<file path="src/rtl/wb_block_reader_if.sv">
// Wishbone classic bus bundle shared by master and slave, carrying the clock
// and synchronous active-high reset alongside the bus signals.
interface wshb_if (
  input logic clk,
  input logic rst
);
  logic [31:0] adr;
  logic [31:0] dat_ms;
  logic [31:0] dat_sm;
  logic [3:0]  sel;
  logic        we;
  logic        stb;
  logic        cyc;
  logic        ack;
  logic        err;
  logic        rty;
  logic [2:0]  cti;
  logic [1:0]  bte;

  modport master (
    input  clk, rst, dat_sm, ack, err, rty,
    output adr, dat_ms, sel, we, stb, cyc, cti, bte
  );

  modport slave (
    input  clk, rst, adr, dat_ms, sel, we, stb, cyc, cti, bte,
    output dat_sm, ack, err, rty
  );
endinterface

</file>
<file path="src/rtl/wb_block_reader.sv">
// Wishbone block reader: single read cycles over a contiguous word range,
// buffered into a FIFO and presented on a valid/ready stream.
// Optional bus watchdog enabled by defining WB_READER_TIMEOUT_EN.
module wb_block_reader #(
  parameter int unsigned FIFO_DEPTH = 8,
  parameter int unsigned CNT_W      = 16
) (
  wshb_if.master           wb_m,
  input  logic             start,
  input  logic [31:0]      base_adr,
  input  logic [CNT_W-1:0] nwords,
  output logic             busy,
  output logic             done,
  output logic             err_flag,
  output logic [31:0]      out_data,
  output logic             out_valid,
  input  logic             out_ready
);
  localparam int unsigned PTR_W = $clog2(FIFO_DEPTH);
  localparam logic [PTR_W:0] DEPTH_C = (PTR_W+1)'(FIFO_DEPTH);

  typedef enum logic [1:0] {IDLE, READ, HOLD, FINISH} state_t;

  state_t           state_q, state_d;
  logic [31:0]      adr_q, adr_d;
  logic [CNT_W-1:0] rem_q, rem_d;
  logic             err_q, err_d;
  logic             gap_q, gap_d;
  logic [31:0]      fifo_q [FIFO_DEPTH];
  logic [PTR_W-1:0] wr_ptr_q, rd_ptr_q;
  logic [PTR_W:0]   count_q, count_d;
  logic             valid_q;
  logic             space, stb, push, pop, timeout;

`ifdef WB_READER_TIMEOUT_EN
  logic [7:0] wd_q;

  always_ff @(posedge wb_m.clk) begin
    if (wb_m.rst || !stb || wb_m.ack || wb_m.err || wb_m.rty) wd_q <= '0;
    else                                                     wd_q <= wd_q + 8'd1;
  end

  assign timeout = (wd_q == 8'hFF);
`else
  assign timeout = 1'b0;
`endif

  // Only one word is ever in flight, so "free entries counting the word in
  // flight" reduces to the FIFO not being full.
  assign space = (count_q != DEPTH_C);
  assign stb   = (state_q == READ) && space && !gap_q && !timeout;
  assign pop   = valid_q && out_ready;

  always_comb begin
    state_d = state_q;
    adr_d   = adr_q;
    rem_d   = rem_q;
    err_d   = err_q;
    gap_d   = 1'b0;
    push    = 1'b0;
    case (state_q)
      IDLE: begin
        if (start) begin
          adr_d   = {base_adr[31:2], 2'b00};
          rem_d   = nwords;
          err_d   = 1'b0;
          state_d = (nwords == '0) ? FINISH : READ;
        end
      end
      READ: begin
        if (timeout) begin
          err_d   = 1'b1;
          state_d = FINISH;
        end else if (!space) begin
          state_d = HOLD;
        end else if (stb) begin
          if (wb_m.err) begin
            err_d   = 1'b1;
            state_d = FINISH;
          end else if (wb_m.rty) begin
            gap_d = 1'b1;
          end else if (wb_m.ack) begin
            push  = 1'b1;
            adr_d = adr_q + 32'd4;
            rem_d = rem_q - 1'b1;
            if (rem_d == '0)                                state_d = FINISH;
            else if ((count_q == DEPTH_C - 1'b1) && !pop)   state_d = HOLD;
          end
        end
      end
      HOLD: begin
        if (space) state_d = READ;
      end
      FINISH: state_d = IDLE;
      default: state_d = IDLE;
    endcase
  end

  assign count_d = count_q + {{PTR_W{1'b0}}, push} - {{PTR_W{1'b0}}, pop};

  always_ff @(posedge wb_m.clk) begin
    if (wb_m.rst) begin
      state_q  <= IDLE;
      adr_q    <= '0;
      rem_q    <= '0;
      err_q    <= 1'b0;
      gap_q    <= 1'b0;
      wr_ptr_q <= '0;
      rd_ptr_q <= '0;
      count_q  <= '0;
      valid_q  <= 1'b0;
    end else begin
      state_q <= state_d;
      adr_q   <= adr_d;
      rem_q   <= rem_d;
      err_q   <= err_d;
      gap_q   <= gap_d;
      if (push) wr_ptr_q <= wr_ptr_q + 1'b1;
      if (pop)  rd_ptr_q <= rd_ptr_q + 1'b1;
      count_q <= count_d;
      valid_q <= (count_d != '0);
    end
  end

  always_ff @(posedge wb_m.clk) begin
    if (push) fifo_q[wr_ptr_q] <= wb_m.dat_sm;
  end

  assign wb_m.cyc    = stb;
  assign wb_m.stb    = stb;
  assign wb_m.adr    = adr_q;
  assign wb_m.we     = 1'b0;
  assign wb_m.sel    = 4'hF;
  assign wb_m.dat_ms = '0;
  assign wb_m.cti    = 3'b000;
  assign wb_m.bte    = 2'b00;

  assign busy      = (state_q != IDLE);
  assign done      = (state_q == FINISH);
  assign err_flag  = err_q;
  assign out_valid = valid_q;
  assign out_data  = fifo_q[rd_ptr_q];
endmodule

</file>
<file path="src/flat_wrapper.sv">
// flat-port wrapper written by rule: the top's interface ports become plain ports
module wb_block_reader_flat 
#(
  parameter int unsigned FIFO_DEPTH = 8,
  parameter int unsigned CNT_W      = 16
)
  (start, base_adr, nwords, busy, done, err_flag, out_data, out_valid, out_ready, clk, rst, wb_m_dat_sm, wb_m_ack, wb_m_err, wb_m_rty, wb_m_adr, wb_m_dat_ms, wb_m_sel, wb_m_we, wb_m_stb, wb_m_cyc, wb_m_cti, wb_m_bte);
  wshb_if wb_m_i (.clk(clk), .rst(rst));
  input  logic start;
  input  logic [31:0] base_adr;
  input  logic [CNT_W-1:0] nwords;
  output logic busy;
  output logic done;
  output logic err_flag;
  output logic [31:0] out_data;
  output logic out_valid;
  input  logic out_ready;
  input wire logic clk;
  input wire logic rst;
  input wire logic [$bits(wb_m_i.dat_sm)-1:0] wb_m_dat_sm;
  input wire logic [$bits(wb_m_i.ack)-1:0] wb_m_ack;
  input wire logic [$bits(wb_m_i.err)-1:0] wb_m_err;
  input wire logic [$bits(wb_m_i.rty)-1:0] wb_m_rty;
  output wire logic [$bits(wb_m_i.adr)-1:0] wb_m_adr;
  output wire logic [$bits(wb_m_i.dat_ms)-1:0] wb_m_dat_ms;
  output wire logic [$bits(wb_m_i.sel)-1:0] wb_m_sel;
  output wire logic [$bits(wb_m_i.we)-1:0] wb_m_we;
  output wire logic [$bits(wb_m_i.stb)-1:0] wb_m_stb;
  output wire logic [$bits(wb_m_i.cyc)-1:0] wb_m_cyc;
  output wire logic [$bits(wb_m_i.cti)-1:0] wb_m_cti;
  output wire logic [$bits(wb_m_i.bte)-1:0] wb_m_bte;
  assign wb_m_i.dat_sm = wb_m_dat_sm;
  assign wb_m_i.ack = wb_m_ack;
  assign wb_m_i.err = wb_m_err;
  assign wb_m_i.rty = wb_m_rty;
  assign wb_m_adr = wb_m_i.adr;
  assign wb_m_dat_ms = wb_m_i.dat_ms;
  assign wb_m_sel = wb_m_i.sel;
  assign wb_m_we = wb_m_i.we;
  assign wb_m_stb = wb_m_i.stb;
  assign wb_m_cyc = wb_m_i.cyc;
  assign wb_m_cti = wb_m_i.cti;
  assign wb_m_bte = wb_m_i.bte;
  wb_block_reader #(.FIFO_DEPTH(FIFO_DEPTH), .CNT_W(CNT_W)) u_core (.wb_m(wb_m_i), .start(start), .base_adr(base_adr), .nwords(nwords), .busy(busy), .done(done), .err_flag(err_flag), .out_data(out_data), .out_valid(out_valid), .out_ready(out_ready));
endmodule
</file>
<file path="config.mk">
export PLATFORM = sky130hd
export DESIGN_NAME = wb_block_reader_flat
export DESIGN_NICKNAME = d
export VERILOG_FILES = /design/src/rtl/wb_block_reader_if.sv /design/src/rtl/wb_block_reader.sv /design/src/flat_wrapper.sv
export SDC_FILE = /design/constraint.sdc
export NUM_CORES = 1
export LEC_CHECK = 0
export CAP_MARGIN = 20
export CORE_MARGIN = 5
export CORE_UTILIZATION = 49
export DETAILED_ROUTE_END_ITERATION = 8
export GPL_ROUTABILITY_DRIVEN = 0
export GPL_TIMING_DRIVEN = 0
export PLACE_DENSITY = 0.79
export SLEW_MARGIN = 10
export SYNTH_ARGS = -nofsm -noshare
export SYNTH_HDL_FRONTEND = slang
export SYNTH_SLANG_ARGS = --single-unit
</file>
<file path="constraint.sdc">
create_clock -name clk -period 7 [get_ports clk]
set_clock_uncertainty 0.2 [all_clocks]
set_input_delay 2.1 -clock clk [delete_from_list [all_inputs] [get_ports clk]]
set_output_delay 2.1 -clock clk [all_outputs]
set_load 0.05 [all_outputs]
</file>
Word level (Yosys, flattened, before mapping)

Memories as Yosys holds them, arrays and structs flattened. A register that Yosys moved wholly into a read port is not among the register bits.
Cells that the tools add are included.

Add/subtract/negate cells: 6
Equal/unequal tests: 17
Muxes and demuxes: 41
Bitwise gates (word level): 3
Reductions and logical operators: 16

Operators by type and width:

| kind                  | number |
|---|---|
| $mux 32               | 6 |
| $mux 16               | 6 |
| $pmux 32 s2           | 1 |
| $add 32x3->32 const B | 1 |
| $logic_not 16->1      | 2 |
| $pmux 16 s2           | 1 |
| $mux 2                | 10 |
| $sub 16x1->16 const B | 1 |
| $mux 1                | 13 |
| $ne 2x2->1 const B    | 6 |
| $ne 4x4->1 const B    | 3 |
| $pmux 2 s4            | 1 |
| $reduce_and 7->1      | 1 |
| $add 3x1->3 const B   | 2 |
| $mux 3                | 2 |
| $reduce_and 6->1      | 1 |
| $ne 5x5->1 const B    | 1 |
| $reduce_and 5->1      | 1 |
| $reduce_or 5->1       | 1 |
| $add 4x1->4           | 1 |
| $eq 2x2->1 const B    | 2 |
| $eq 4x3->1 const B    | 1 |
| $logic_and 1x1->1     | 4 |
| $ne 2x1->1 const B    | 2 |
| 9 further kinds       | 13 |

Bits in registers: 63
Memory bits (writable): 256
Output and inout port bits: 112
Memories kept: 1

Memory list:

| memory        | words | bits a word | read ports | clocked after Yosys merged registers in | write ports | RTL line              | text |
|---|---|---|---|---|---|---|---|
| u_core.fifo_q | 8     | 32          | 1          | 1                                       | 1           | wb_block_reader.sv:29 | `logic [31:0] fifo_q [FIFO_DEPTH];` |

Depth between registers and ports, before layout

Word-level depth: 11
Depth in mapped cells: 12
Depth with buffers taken out: 11

Least setup slack after synthesis

No wires, ideal clock.

Kind: in2reg
From: in wb_m_err
To: mem u_core.fifo_q[2][0] (enable)
Library setup time: 0.513 ns
Arrival time: 6.077 ns
Data required time: 6.287 ns
Slack: 0.210 ns
Stages on the path: 3
Path buffers: 0
Cell sequence: nor4b_2 -> nand3_1 -> nor4b_1

Cells in the longest elaborated chain, start to end: 6

Ends and longest elaborated chain:

| element                      | RTL line               | text |
|---|---|---|
| start, declared              | flat_wrapper.sv:22     | `input wire logic [$bits(wb_m_i.err)-1:0] wb_m_err;` |
| $mux 1                       | wb_block_reader.sv:77  | `if (wb_m.err) begin` |
| $mux 1                       | wb_block_reader.sv:76  | `end else if (stb) begin` |
| $mux 1                       | wb_block_reader.sv:74  | `end else if (!space) begin` |
| $mux 1                       | wb_block_reader.sv:61  | `case (state_q)` |
| $mux 1                       | wb_block_reader.sv:126 | `if (push) fifo_q[wr_ptr_q] <= wb_m.dat_sm;` |
| $mux 1 (not written as such) | wb_block_reader.sv:126 |  |
| end, declared                | wb_block_reader.sv:29  |  |

Every way passes these cells.

==> results.yml <==
run_status:
  status: "completed"
finish:
  postLayoutCoreUtil: 0.626
  syn2layout_area_growth_pct: 25.6
  insertedDiodeCount: 0
  final_common_cell: "edfxtp_1"
  final_cell_mix: "edfxtp_1 (256), clkdlybuf4s50_1 (151), mux4_2 (64), buf_4 (64), dfxtp_1 (64)"
  final_cell_count_no_fill: 1606
  nNetsFinal: 1305
  final_layout_size_suffix_gt1_frac: 0.216
setup_path:
  worstRegToRegCells: 11
  crit_chain: "clkbuf_1 > buf_2 > mux4_2 > mux2_2 > clkdlybuf4s50_1"
  startpoint_type: "flop"
  path_class: "flop to output port"
  cp.required_ns: 4.70
  crit_path_end_kind: "output port"
  rr_startpoint: "u_core.count_q[2]$_SDFF_PP0_"
  cp_slowest_stage_delay_ns: 0.71
  critical_path_peak_fanout: 10
  arrival_ns: 3.42
  slowest_stage: "clkdlybuf4s50_1"
sta:
  maxSlewViolCount: 0
  fmax_ghz: 0.175
  layout_worst_path_cycle_share: 0.817
  hold_viol_final: 0
  layout_min_cycle_time_ns: 5.72
  rsz0062_at_grt: "false"
  slew_headroom: 0.416
  worstMarginPinSlew_ns: 0.873
  finalSetupViolations: 0
clocking:
  cts.sinks: 320
  cts_setup_buffers: 0
  clk_latency_ns: 0.50
  numCtsBuffers: 34
  ctsResizeCount: 0
  cts_buffer_depth: 3
  cts-htree-levels: 2
  postCtsHoldBufs: 0
  root_buffer: "clkbuf_16"
  cts_tree: "yes"
  clk_pin_slew_worst_paths_ns: 0.05
global_route:
  grt_max_degree: 18
  grt_pass1_wl_um: 54100
  grt_pass1_vias: 9634
  antenna_found_initial: 3
  grt.overflow.total: 0
  grt_usage: 0.223
logic_synthesis:
  synthCells: 945
  async_flop_share: 0
  ys.flop_type: "edfxtp_1"
  synth_edf_count: 256
  ys.warnings.count: 0
  ys_ff_latch: 320
  synth.cell_area_um2: 13900
  syn_avg_cell_area_um2: 14.7
  synthDistinctLibCells: 74
  yosysSeqAreaShare: 0.645
drt:
  dr.pass1.iters: 9
  drc_errors: 0
  routed_wl_um: 36100
  antenna_left: 0
  drt_iter0_drc: 1105
  wl_per_cell_um: 22.5
  vias_per_cell: 5.90
  vias: 9471
placed_design:
  dp_hpwl_um: 24400
  dp.cells: 1548
  port_buffers: 151
worst_hold_path:
  holdPathStages: 2
  hold_path.class: "flop to flop"
  min_from: "u_core.rem_q[15]$_SDFFE_PP0P_"
flow_run:
  drv_cap: 0
die:
  rows: 61
  initial_core_util: 0.498
  die_x_um: 179
  core-area_um2: 27900
  die_h_um: 179
  io_pins: 199
  die_area_um2: 31900
pwr:
  p_leak_nw: 5.91
  p_per_area_nw_per_um2: 320
  p_total_mw: 5.60
  vdd_ir_drop_max_v: 0.000198
## sequential cells by signal (all words and copies together), names as in the netlist, named ones only
register          cells
u_core.count_q        4
u_core.err_flag       1
u_core.fifo_q       256
u_core.gap_q          1
u_core.out_valid      1
u_core.rd_ptr_q       3
u_core.rem_q         16
u_core.state_q        2
u_core.wb_m.adr      30
u_core.wr_ptr_q       3
## final cells by class
class | count | area, um2
Multi-Input combinational cell | 548 | 4500
Tap cell | 378 | 473
Clock buffer | 38 | 866
Sequential cell | 320 | 8970
Fill cell | 2017 | 10500
Buffer | 103 | 583
Inverter | 16 | 60.1
Timing Repair Buffer | 183 | 1810
Clock inverter | 20 | 214
## layer usage
| metal | up-vias | GRT usage | part of all wire |
|---|---|---|---|
| met5 | - | 0 | 0.00078 |
| met4 | 6 | 0.0867 | 0.035 |
| met3 | 124 | 0.0521 | 0.11 |
| met2 | 604 | 0.372 | 0.49 |
| met1 | 4587 | 0.283 | 0.37 |
| li1 | 4150 | - | - |
## kinds of logic (layout without fill, tap and decap cells)
kind of cell	Yosys count	after routing	share of synthesized area
flip-flops	320	320	0.645
AND/OR/NAND/NOR	227	227	0.0854
AO/OA/AOI/OAI	161	161	0.0773
buffers and inverters	119	360	0.0462
multiplexers	96	96	0.130
adder cells (fa/ha/maj)	12	12	0.0113
XOR/XNOR	8	8	0.00504
other	2	44	0.000540
## critical path: cells and delay by family (launching register included)
family	cells	cell delay [ns]
buffers and inverters	3	1.73
flip-flops	1	0.31
multiplexers	2	0.88
## through the flow
step	cell area, um2	TNS, ns	setup slack (ns)	hold WS [ns]
after floorplan	14100	0	0.210	0.254
after global placement	16100	-510.49	-3.54	0.272
after detailed placement	16400	0	1.27	0.275
after CTS	17500	0	1.17	0.281
after global routing	17500	0	1.07	0.303
final	17500	0	1.28	0.281
## report_power, final
group	internal [mW]	switching, mW	leakage, nW
clock	1.04	0.707	0.525
sequential	2.13	0.0917	2.83
combinational	0.622	1.01	2.55
## Yosys cell counts, drive strengths merged, types with 10 or more instances
cell type / n / area, um2
clkbuf: 31 / 116
nor4: 15 / 115
nand4: 16 / 106
nand2: 58 / 218
a21oi: 40 / 200
ha: 11 / 138
nand3: 18 / 95.1
nor3: 18 / 90.1
o21ai: 39 / 195
a31oi: 10 / 68.8
edfxtp: 256 / 7690
buf: 72 / 467
a211oi: 14 / 105
mux2: 32 / 360
nor2: 51 / 191
mux4: 64 / 1440
inv: 15 / 56.3
dfxtp: 64 / 1280
## path summary, 6_finish.rpt
path	to	slack, ns
max	out_data[21]	1.28
min	u_core.rem_q[15]$_SDFFE_PP0P_	0.28
max reg2reg	u_core.fifo_q[6][12]$_DFFE_PP_	3.38
min reg2reg	u_core.rem_q[15]$_SDFFE_PP0P_	0.28
Note: power is estimated with default switching activity, not from simulation.
